===== src/rtl/alu_arbiter.sv =====
// Two-requester round-robin front end for a shared combinational 32-bit ALU.
// One operation in flight at a time: IDLE accepts, EXEC samples the ALU, RESP returns it.
module alu_arbiter #(
  parameter bit FIRST_PRI = 1'b0
) (
  input  logic        clk,
  input  logic        rst,

  input  logic        req0_valid,
  output logic        req0_ready,
  input  logic [31:0] req0_a,
  input  logic [31:0] req0_b,
  input  logic [3:0]  req0_op,

  input  logic        req1_valid,
  output logic        req1_ready,
  input  logic [31:0] req1_a,
  input  logic [31:0] req1_b,
  input  logic [3:0]  req1_op,

  output logic        rsp0_valid,
  input  logic        rsp0_ready,
  output logic [31:0] rsp0_result,
  output logic        rsp0_zero,
  output logic        rsp0_cout,
  output logic        rsp0_err,

  output logic        rsp1_valid,
  input  logic        rsp1_ready,
  output logic [31:0] rsp1_result,
  output logic        rsp1_zero,
  output logic        rsp1_cout,
  output logic        rsp1_err,

  output logic [31:0] alu_a,
  output logic [31:0] alu_b,
  output logic [3:0]  alu_op,
  input  logic [31:0] alu_result,
  input  logic        alu_zero,
  input  logic        alu_cout
);

  typedef enum logic [1:0] {
    IDLE = 2'd0,
    EXEC = 2'd1,
    RESP = 2'd2
  } state_t;

  state_t      state_q, state_d;
  logic        owner_q, owner_d;
  logic        last_q, last_d;
  logic [31:0] a_q, a_d;
  logic [31:0] b_q, b_d;
  logic [3:0]  op_q, op_d;
  logic [31:0] res_q, res_d;
  logic        zero_q, zero_d;
  logic        cout_q, cout_d;
  logic        err_q, err_d;
  logic [1:0]  rsp_valid_q, rsp_valid_d;

  logic [1:0]  req_valid;
  logic [1:0]  req_ready;
  logic [1:0]  rsp_ready;
  logic [31:0] req_a [2];
  logic [31:0] req_b [2];
  logic [3:0]  req_op [2];
  logic        win;

  assign req_valid = {req1_valid, req0_valid};
  assign rsp_ready = {rsp1_ready, rsp0_ready};
  assign req_a[0]  = req0_a;
  assign req_a[1]  = req1_a;
  assign req_b[0]  = req0_b;
  assign req_b[1]  = req1_b;
  assign req_op[0] = req0_op;
  assign req_op[1] = req1_op;

  function automatic logic op_legal(input logic [3:0] op);
    case (op)
      4'b0000, 4'b0001, 4'b0010, 4'b0110, 4'b0111: return 1'b1;
      default:                                     return 1'b0;
    endcase
  endfunction

  // Under contention the requester not granted last time wins; otherwise whoever is valid.
  assign win = (&req_valid) ? ~last_q : req_valid[1];

  // Ready is combinational and masked by rst so it drops the instant reset asserts.
  generate
    for (genvar gi = 0; gi < 2; gi++) begin : g_ready
      localparam logic IDX = 1'(gi);
      assign req_ready[gi] = (state_q == IDLE) && req_valid[gi] && (win == IDX) && !rst;
    end
  endgenerate

  always_comb begin
    state_d     = state_q;
    owner_d     = owner_q;
    last_d      = last_q;
    a_d         = a_q;
    b_d         = b_q;
    op_d        = op_q;
    res_d       = res_q;
    zero_d      = zero_q;
    cout_d      = cout_q;
    err_d       = err_q;
    rsp_valid_d = rsp_valid_q;
    case (state_q)
      IDLE: begin
        if (|req_ready) begin
          owner_d = win;
          a_d     = req_a[win];
          b_d     = req_b[win];
          op_d    = req_op[win];
          state_d = EXEC;
        end
      end
      EXEC: begin
        res_d       = alu_result;
        zero_d      = alu_zero;
        cout_d      = alu_cout;
        err_d       = !op_legal(op_q);
        rsp_valid_d = owner_q ? 2'b10 : 2'b01;
        state_d     = RESP;
      end
      RESP: begin
        if (rsp_ready[owner_q]) begin
          last_d      = owner_q;
          rsp_valid_d = 2'b00;
          state_d     = IDLE;
        end
      end
      default: begin
        rsp_valid_d = 2'b00;
        state_d     = IDLE;
      end
    endcase
  end

  always_ff @(posedge clk or posedge rst) begin
    if (rst) begin
      state_q     <= IDLE;
      owner_q     <= 1'b0;
      last_q      <= ~FIRST_PRI;
      a_q         <= '0;
      b_q         <= '0;
      op_q        <= '0;
      res_q       <= '0;
      zero_q      <= 1'b0;
      cout_q      <= 1'b0;
      err_q       <= 1'b0;
      rsp_valid_q <= 2'b00;
    end else begin
      state_q     <= state_d;
      owner_q     <= owner_d;
      last_q      <= last_d;
      a_q         <= a_d;
      b_q         <= b_d;
      op_q        <= op_d;
      res_q       <= res_d;
      zero_q      <= zero_d;
      cout_q      <= cout_d;
      err_q       <= err_d;
      rsp_valid_q <= rsp_valid_d;
    end
  end

  assign req0_ready  = req_ready[0];
  assign req1_ready  = req_ready[1];

  assign alu_a       = a_q;
  assign alu_b       = b_q;
  assign alu_op      = op_q;

  // Both response ports share one register set; qualify with rspN_valid.
  assign rsp0_valid  = rsp_valid_q[0];
  assign rsp0_result = res_q;
  assign rsp0_zero   = zero_q;
  assign rsp0_cout   = cout_q;
  assign rsp0_err    = err_q;

  assign rsp1_valid  = rsp_valid_q[1];
  assign rsp1_result = res_q;
  assign rsp1_zero   = zero_q;
  assign rsp1_cout   = cout_q;
  assign rsp1_err    = err_q;

endmodule


===== config.mk =====
export PLATFORM = sky130hd
export DESIGN_NAME = alu_arbiter
export DESIGN_NICKNAME = d
export VERILOG_FILES = /design/src/rtl/alu_arbiter.sv
export SDC_FILE = /design/constraint.sdc
export NUM_CORES = 1
export LEC_CHECK = 0
export BUFFER_PORTS_ARGS = -buffer_cell sky130_fd_sc_hd__buf_2
export CELL_PAD_IN_SITES_DETAIL_PLACEMENT = 1
export CELL_PAD_IN_SITES_GLOBAL_PLACEMENT = 1
export CORE_MARGIN = 2
export CORE_UTILIZATION = 25
export CTS_BUF_LIST = sky130_fd_sc_hd__clkbuf_2 sky130_fd_sc_hd__clkbuf_4 sky130_fd_sc_hd__clkbuf_8
export DETAILED_ROUTE_END_ITERATION = 8
export HOLD_SLACK_MARGIN = 0.08
export PLACE_DENSITY = 0.64
export REMOVE_ABC_BUFFERS = 1
export SLEW_MARGIN = 15
export SYNTH_ARGS = -nofsm -noshare
export SYNTH_HDL_FRONTEND = slang
export SYNTH_SLANG_ARGS = --single-unit

===== constraint.sdc =====
create_clock -name clk -period 3.9 [get_ports clk]
set_clock_uncertainty 0.15 [all_clocks]
set_input_delay 0.39 -clock clk [delete_from_list [all_inputs] [get_ports clk]]
set_output_delay 0.39 -clock clk [all_outputs]
set_load 0.02 [all_outputs]

==> results.cfg, run 1 <==
[timing]
post-route-min-period_ns = 2.22
worstMarginPinSlew_ns = 1.09
tns_ns = 0
fmax_mhz = 450
hold_viol = 0
maxSlewViolCount = 0
rsz0062_at_grt = no
min_period_over_period_pct = 57.0
whs_ns = 0.130
slew_headroom_pct = 27.2
setup_viol = 0

[placed_design]
portBuffers = 317
place_congestion = 0.855
place_area_um2 = 6530
post-dp-hpwl_um = 12200

[worst_setup_path]
r2r_cells = 4
cp.required_ns = 3.36
cp-end-kind = output pin
path_max_fanout = 69
crit_family = buffers and inverters
slowest_delay_ns = 0.76
path_buf_inv = 3
critical_path_class = in2out
worst_ep_arrival_time_ns = 1.68
path_cells = buf_2 > inv_2 > nor3b_1 > buf_2
crit_top_cell = buf_2
startpoint_type = input port
r2r_slack_ns = 1.70
cp_slowest_cell = inv_2
cp.depth = 4

[logic_synthesis]
yosys_warnings = 0
synth_largest_area_cell = dfrtp_1
synthDominantCellAreaShare_pct = 53.8
synthTopCellsByArea = dfrtp_1 (54%), o32ai_1 (12%), a2bb2oi_1 (10%)
ys_seq_area_share_pct = 54.3
synth_cells = 387
syn-cell-area_um2 = 5020
ys_ff_latch = 109
avgSynthCellArea_um2 = 13.0
yosysUniqueCellTypes = 30

[hold_path]
hold_class = in2async

[detailed_routing]
wirelength_um = 17000
via_count = 4506
drtPass1Iterations = 6
drtAntennaViolNets = 0
vias_per_cell = 4.77
routedWlPerCell_um = 18.0
drt_iter0_drc = 136
drc = 0

[cells_and_area]
drive_above_1_share_pct = 52.4
syn_to_final_growth_pct = 40.3
n_antenna_cell = 0
final_cell_area_um2 = 7050
final_nets = 850

[power]
power_w = 0.00566
power.density_nw_per_um2 = 803
leakage_nw = 3.21
peakVddDrop_v = 0.000403

[cts]
cts_tree = done
cts_num_sinks = 109
clock-root-buffer = clkbuf_8
path_clk_slew_ns = 0.11
cts_buffers = 9
ctsResizeCount = 0
cts_max_path_buffers = 2
clock_latency_ns = 0.37
htreeDepth = 3

[flow_run]
cap_violations = 0

[status]
status = complete, no violations

[global_routing]
grt_usage_pct = 15.8
grt_pass1_vias = 4938
antenna_found_initial = 2
gr-total-overflow = 0
grt_max_degree = 81
grt_pass1_wl_um = 27200

[die]
die-height_um = 146
core_region_area_um2 = 19600
die_area_um2 = 21200
initial_core_util_pct = 25.6
io_pins = 318
rows = 51
die_w_um = 146
## path summary, 6_finish.rpt
kind                                    to            from
setup / recovery                req0_ready      req0_valid
hold / removal                    alu_a[6]             rst
setup reg to reg                 alu_a[18]      state_q[1]
hold reg to reg                  rsp0_zero       rsp0_zero
max in group asynchronous         alu_a[5]             rst
min in group clk           rsp0_result[26]  alu_result[26]
## state kept, by name (all words and copies together), names as in the netlist
register	flops
rsp0_err	1
rsp_valid_q	2
state_q	2
rsp0_cout	1
alu_b	32
rsp0_zero	1
alu_op	4
owner_q	1
last_q	1
rsp0_result	32
alu_a	32
## layer usage
metal	track usage (%)	wire length, µm
met1	17.3	6490
met2	28.7	8670
met3	5.83	1560
met4	4.51	242
met5	0	16
## cell type report
type / instances / area, µm²
well taps: 265 / 332
multi-input cells: 196 / 1830
clock inverters: 4 / 32.5
repair buffers: 355 / 1950
fillers: 2241 / 12500
clock buffers: 12 / 159
inverters: 3 / 13.8
flip-flops and latches: 109 / 2730
## what timing repair did
item / 4_1_cts / 5_1_grt
buffers inserted: 0 / 0
hold buffers: 33 / 0
endpoints found under the hold margin: 33 / 0
setup endpoints to repair: 0 / 0
## cells in the final DEF, fill, tap and decap left out, drive strengths merged, types with 3 or more instances in the layout
| cell type | count |
|---|---|
| inv | 3 |
| buf | 322 |
| a21oi | 3 |
| o32ai | 68 |
| a2bb2oi | 68 |
| dfrtp | 108 |
| mux2 | 34 |
| clkbuf | 12 |
| nor2b | 4 |
| dlygate4sd3 | 33 |
## synthesized netlist by cell type
cell,count
dfrtp_1,108
o32ai_1,68
a2bb2oi_1,58
buf_4,35
mux2_1,34
clkbuf_1,25
buf_2,17
a2bb2oi_2,10
nor2b_1,4
a21oi_1,3
a21bo_1,2
buf_6,2
inv_1,2
nor2_1,2
o2bb2ai_1,2
a211oi_1,1
a31oi_1,1
and3b_1,1
dfstp_2,1
inv_2,1
mux2i_1,1
nand2_1,1
nand2b_1,1
nand3b_1,1
nor3_1,1
nor3_4,1
nor3b_1,1
nor4_1,1
o21a_1,1
o21ai_1,1
## per-stage QoR
| stage | cells | worst slack, ns | utilization, % |
|---|---|---|---|
| finish | 944 | 1.68 | 36.0 |
| floorplan | 308 | 0.0255 | - |
| global placement | 895 | 1.68 | 33.3 |
| global route | 944 | 1.53 | 36.0 |
| CTS | 944 | 1.63 | 36.0 |
| detailed placement | 895 | 1.63 | 33.3 |
## cell families after synthesis
group           synth area share [%]
buf+inv                         9.46
compound gates                  26.5
simple gates                    1.87
flops                           54.3
mux                             7.82
## where the power goes
part           switching (W)  leakage, nW  internal (W)
clock               0.000392       0.0922      0.000277
combinational        0.00178         1.90       0.00114
sequential          0.000398         1.21       0.00167
total                0.00257         3.21       0.00309
No activity file was read; power rests on OpenSTA's default activity.
==> run 2, diff against run 1 <==
ABC_AREA = 1   (was default)
PLACE_DENSITY = 0.71   (was 0.64)
clock period = 1.8 ns   (was 3.9 ns; I/O delays follow)
==> results.cfg, run 2 <==
[status]
status = complete, no violations

[logic_synthesis]
yosysMostFrequentCell = nand2_1
yosysUniqueCellTypes = 17
async_flop_share_pct = 100
synth_largest_area_cell = dfrtp_1
ys_seq_area_share_pct = 50.6
yosys_warnings = 0
synthFlopType = dfrtp_1
avgSynthCellArea_um2 = 7.28
ys_ff_latch = 109
syn-cell-area_um2 = 5390
synthDominantCellAreaShare_pct = 50.1
synth_commonest_cells = nand2_1 (463), dfrtp_1 (108), nand3_1 (70)
synth_cells = 741
synthTopCellsByArea = dfrtp_1 (50%), nand2_1 (32%), nand3_1 (6.5%)
synth-edff-count = 0

[die]
die-height_um = 151
initial_core_util_pct = 25.6
core_region_area_um2 = 21100
io_pins = 318
rows = 53
die_area_um2 = 22800
die_w_um = 151

[cts]
htreeDepth = 3
cts_tree = done
clock-root-buffer = clkbuf_8
cts_num_sinks = 109
cts_max_path_buffers = 2
clock_latency_ns = 0.38
path_clk_slew_ns = 0.11
cts_buffers = 9

[worst_setup_path]
cp.required_ns = 1.97
crit-reg2reg-capture = alu_b[22]
worst_ep_arrival_time_ns = 1.93
cp-end-kind = flip-flop
r2r_slack_ns = 0.04
startpoint_type = flip-flop
critical_path_class = reg2reg
path_max_fanout = 17
r2r_cells = 8
worstReg2RegStart = last_q

[detailed_routing]
drt_iter0_drc = 165
vias_per_cell = 4.52
drc = 0
drtPass1Iterations = 4
wirelength_um = 26200
via_count = 6633
routedWlPerCell_um = 17.8
drtAntennaViolNets = 0

[placed_design]
post-dp-hpwl_um = 14700
placed_cells = 1268
place_congestion = 0.743
portBuffers = 317

[timing]
setup_viol = 0
fmax_mhz = 568
slew_headroom_pct = 57.9
maxSlewViolCount = 0
tns_ns = 0
post-route-min-period_ns = 1.76
hold_viol = 0
worstMarginPinSlew_ns = 0.631
min_period_over_period_pct = 97.9
rsz0062_at_grt = yes

[global_routing]
grt_pass1_vias = 7317
grt_usage_pct = 21.9
grt_pass1_wl_um = 38700
antenna_found_initial = 3
grt_max_degree = 110
gr-total-overflow = 0

[cells_and_area]
instances_no_fill = 1469
syn_to_final_growth_pct = 70.8
drive_above_1_share_pct = 30.6
final_nets = 1362
utilization_pct = 43.7
mostFrequentLayoutCell = nand2_1
final_cell_mix = nand2_1 (461), buf_2 (315), dlygate4sd3_1 (175)

[power]
power.density_nw_per_um2 = 1440
peakVddDrop_v = 0.000475
leakage_nw = 5.29

[hold_path]
worstHoldStart = req1_valid
min_path_cells = 6
whs_endpoint = alu_b[15]
hold_class = in2reg

[flow_run]
cap_violations = 0
[run 2: changes by cell type after synthesis, sizes merged, moves of 3 or more]
| cell | previous run | this run |
|---|---|---|
| nand3 | 0 | 70 |
| mux2 | 34 | 0 |
| o32ai | 68 | 0 |
| a2bb2oi | 68 | 0 |
| nand2 | 1 | 466 |
| clkbuf | 25 | 17 |
| nor2b | 4 | 0 |
| buf | 54 | 60 |
| nor2 | 2 | 5 |
| inv | 3 | 10 |
[run 2: repair_timing]
item,in CTS,in global routing
setup buffers,3,1
hold buffers,175,0
pin swaps,2,4
gates cloned,0,3
hold endpoints to repair,215,0
gates resized for setup,10,8
endpoints found under the setup margin,2,71
[run 2: worst max path at each step]
stage	start	end	slack [ns]	cells past startpoint
global placement	last_q	alu_op[3]	0.15	7
CTS	last_q	req0_ready	-0.002	5
finish	last_q	alu_b[22]	0.04	8
detailed placement	last_q	alu_a[26]	0.1	7
floorplan	rst	state_q[0]	-2.89	3
global route	last_q	req0_ready	-0.04	5
[run 2: cell families after synthesis]
kind of cell / share of synthesized area, %
AOI/OAI and AO/OA: 0.371
and+or+nand+nor: 39.7
buffers and inverters: 9.37
DFF: 50.6
[run 2: final cells by class]
| class | count | area (µm²) |
|---|---|---|
| fill | 2639 | 11900 |
| inverter | 10 | 45.0 |
| sequential | 109 | 2730 |
| clock buffer | 11 | 151 |
| tap | 275 | 344 |
| clock inverter | 5 | 65.1 |
| timing repair buffer | 511 | 3670 |
| antenna | 3 | 7.51 |
| multi-input combinational | 545 | 2200 |
[run 2: through the flow]
step	total power (W)	hold slack, ns	cell area (µm²)	setup slack (ns)
2_1_floorplan	0.00810	0.140	4920	-2.89
3_3_place_gp	0.0109	0.224	7070	0.145
3_5_place_dp	0.0110	0.234	7070	0.0996
4_1_cts	0.0131	0.244	9090	-0.00211
5_1_grt	0.0142	0.273	9210	-0.0446
6_report	0.0133	0.269	9210	0.0382
[run 2: worst max-delay path, stage by stage (launching register included)]
cell	delay, ns
dfstp_2	0.57
nand2_4	0.07
nand2_8	0.07
buf_6	0.19
nand2_1	0.11
nand2_4	0.17
clkbuf_16	0.22
nand2_1	0.07
nand2_1	0.07
[run 2: where the power goes]
group          internal [W]  leakage [nW]  switching, W  total [W]
Sequential          0.00365          1.36      0.000861    0.00451
Combinational       0.00244          3.82       0.00468    0.00712
Clock              0.000737         0.111      0.000911    0.00165
Total               0.00682          5.29       0.00645     0.0133
[run 2: layer usage]
layer	routed length, µm	track usage (%)	part of all wire [%]
met5	11	0	0.042
met4	794	8.27	3.0
met3	1950	5.78	7.5
met2	13200	39.9	51
met1	10200	24.4	39
==> run 3, diff against run 2 <==
BUFFER_PORTS_ARGS = default   (was -buffer_cell sky130_fd_sc_hd__buf_2)
CORE_MARGIN = 5   (was 2)
DONT_BUFFER_PORTS = 1   (was default)
PLACE_DENSITY = 0.51   (was 0.71)
==> results.cfg, run 3 (synthesized netlist as in run 2, its figures left out) <==
[detailed_routing]
drtPass1Iterations = 4
via_count = 5300
drtAntennaViolNets = 0
routedWlPerCell_um = 17.9
wirelength_um = 20700
drc = 0
vias_per_cell = 4.60
drt_iter0_drc = 252

[cts]
path_clk_slew_ns = 0.12
cts_max_path_buffers = 2
cts_num_sinks = 109
cts_tree = done
cts_buffers = 9
clock-root-buffer = clkbuf_8
clock_latency_ns = 0.38
htreeDepth = 3

[cells_and_area]
final_nets = 1046
final_cell_area_um2 = 7540
syn_to_final_growth_pct = 39.8
mostFrequentLayoutCell = nand2_1
final_cell_mix = nand2_1 (462), dlygate4sd3_1 (175), dfrtp_1 (108)
drive_above_1_share_pct = 5.60

[placed_design]
portBuffers = 0
dp_slack_ns = 0.202
place_area_um2 = 5480
post-dp-hpwl_um = 13300
place_congestion = 0.815

[global_routing]
grt_pass1_wl_um = 31000
grt_max_degree = 70
gr-total-overflow = 0
grt_pass1_vias = 5751
grt_usage_pct = 15.9
antenna_found_initial = 2

[die]
initial_core_util_pct = 25.5
die-height_um = 157
core_region_area_um2 = 21200
io_pins = 318
rows = 53
die_w_um = 157
die_area_um2 = 24600

[worst_setup_path]
r2r_cells = 8
worst_ep_arrival_time_ns = 1.39
r2r_slack_ns = 0.08
cp-end-kind = output pin
cp.required_ns = 1.47
startpoint_type = flip-flop
worstReg2RegStart = last_q
critical_path_class = reg2out
path_max_fanout = 2
crit-reg2reg-capture = alu_b[3]

[flow_run]
cap_violations = 0

[timing]
setup_slack_ns = 0.0754
maxSlewViolCount = 0
worstMarginPinSlew_ns = 0.744
slew_headroom_pct = 50.4
fmax_mhz = 580
hold_viol = 67
post-route-min-period_ns = 1.72
rsz0062_at_grt = yes
setup_viol = 0
whs_ns = -0.111
min_period_over_period_pct = 95.8

[hold_path]
worstHoldStart = req1_valid
whs_endpoint = alu_a[27]
hold_class = in2reg
min_path_cells = 4

[power]
power.density_nw_per_um2 = 1490
leakage_nw = 3.93
peakVddDrop_v = 0.000429

[status]
failed_checks = hold timing
status = finished, violations left
==> run 3: cell types whose count changed in the layout (fill, tap and decap cells not counted), moves of 2 or more <==
cell / before / now
buf_2: 315 / 0
buf_4: 6 / 8
clkbuf_8: 11 / 9
clkinv_2: 0 / 2
inv_1: 7 / 5
inv_2: 0 / 3
==> run 3: routing by layer <==
layer	track usage, %	routed length, µm	vias to the layer above
li1	-	-	2486
met1	18.1	8060	2516
met2	28.0	10200	266
met3	5.20	1970	30
met4	5.54	419	2
met5	0	13	-
==> run 3: critical path, cell delays in order (launching register included) <==
cell	delay, ns
dfstp_2	0.57
nand2_4	0.07
nand2_8	0.08
inv_4	0.03
nor3_2	0.09
buf_4	0.17
==> run 3: worst max path at each step <==
stage,from,end,slack [ns],cells after the start
2_1_floorplan,rst,state_q[0],-2.89,3
3_3_place_gp,state_q[1],alu_a[3],0.22,6
3_5_place_dp,state_q[1],alu_b[20],0.20,6
4_1_cts,last_q,req0_ready,-0.0002,5
5_1_grt,state_q[1],req0_ready,-0.04,4
6_report,last_q,req0_ready,0.08,5
==> run 3: where the power goes <==
group,switching [W],internal [W],leakage (nW),total (W)
clock,0.000892,0.000535,0.0949,0.00143
combinational,0.00173,0.00127,2.48,0.00300
sequential,0.00315,0.00362,1.36,0.00677
total,0.00578,0.00542,3.93,0.0112
==> run 3: layout make-up <==
cell class | count | area, µm²
tap | 275 | 344
multi-input combinational | 545 | 2190
fill | 2525 | 13600
timing repair buffer | 195 | 2050
sequential | 109 | 2730
antenna | 2 | 5.00
clock inverter | 6 | 45.0
inverter | 10 | 42.5
clock buffer | 10 | 131
==> run 3: repair_timing <==
item | 4_1_cts | 5_1_grt
hold endpoints to repair | 216 | 177
gates resized for setup | 4 | 9
pin swaps | 1 | 2
gates cloned | 0 | 2
setup buffers | 1 | 3
endpoints found under the setup margin | 2 | 36
hold buffers | 175 | 1
==> run 3: per-stage QoR <==
step | utilization, % | total power [W] | hold WS (ns) | TNS (ns) | cells
after floorplan | - | 0.00810 | 0.140 | -358.94 | 664
after global placement | 25.9 | 0.00928 | 0.142 | 0 | 952
after detailed placement | 25.9 | 0.00943 | 0.150 | 0 | 952
after CTS | 35.1 | 0.0113 | -0.275 | -0.000151 | 1144
after global routing | 35.6 | 0.0121 | -0.128 | -0.0707 | 1151
final | 35.6 | 0.0112 | -0.111 | 0 | 1152
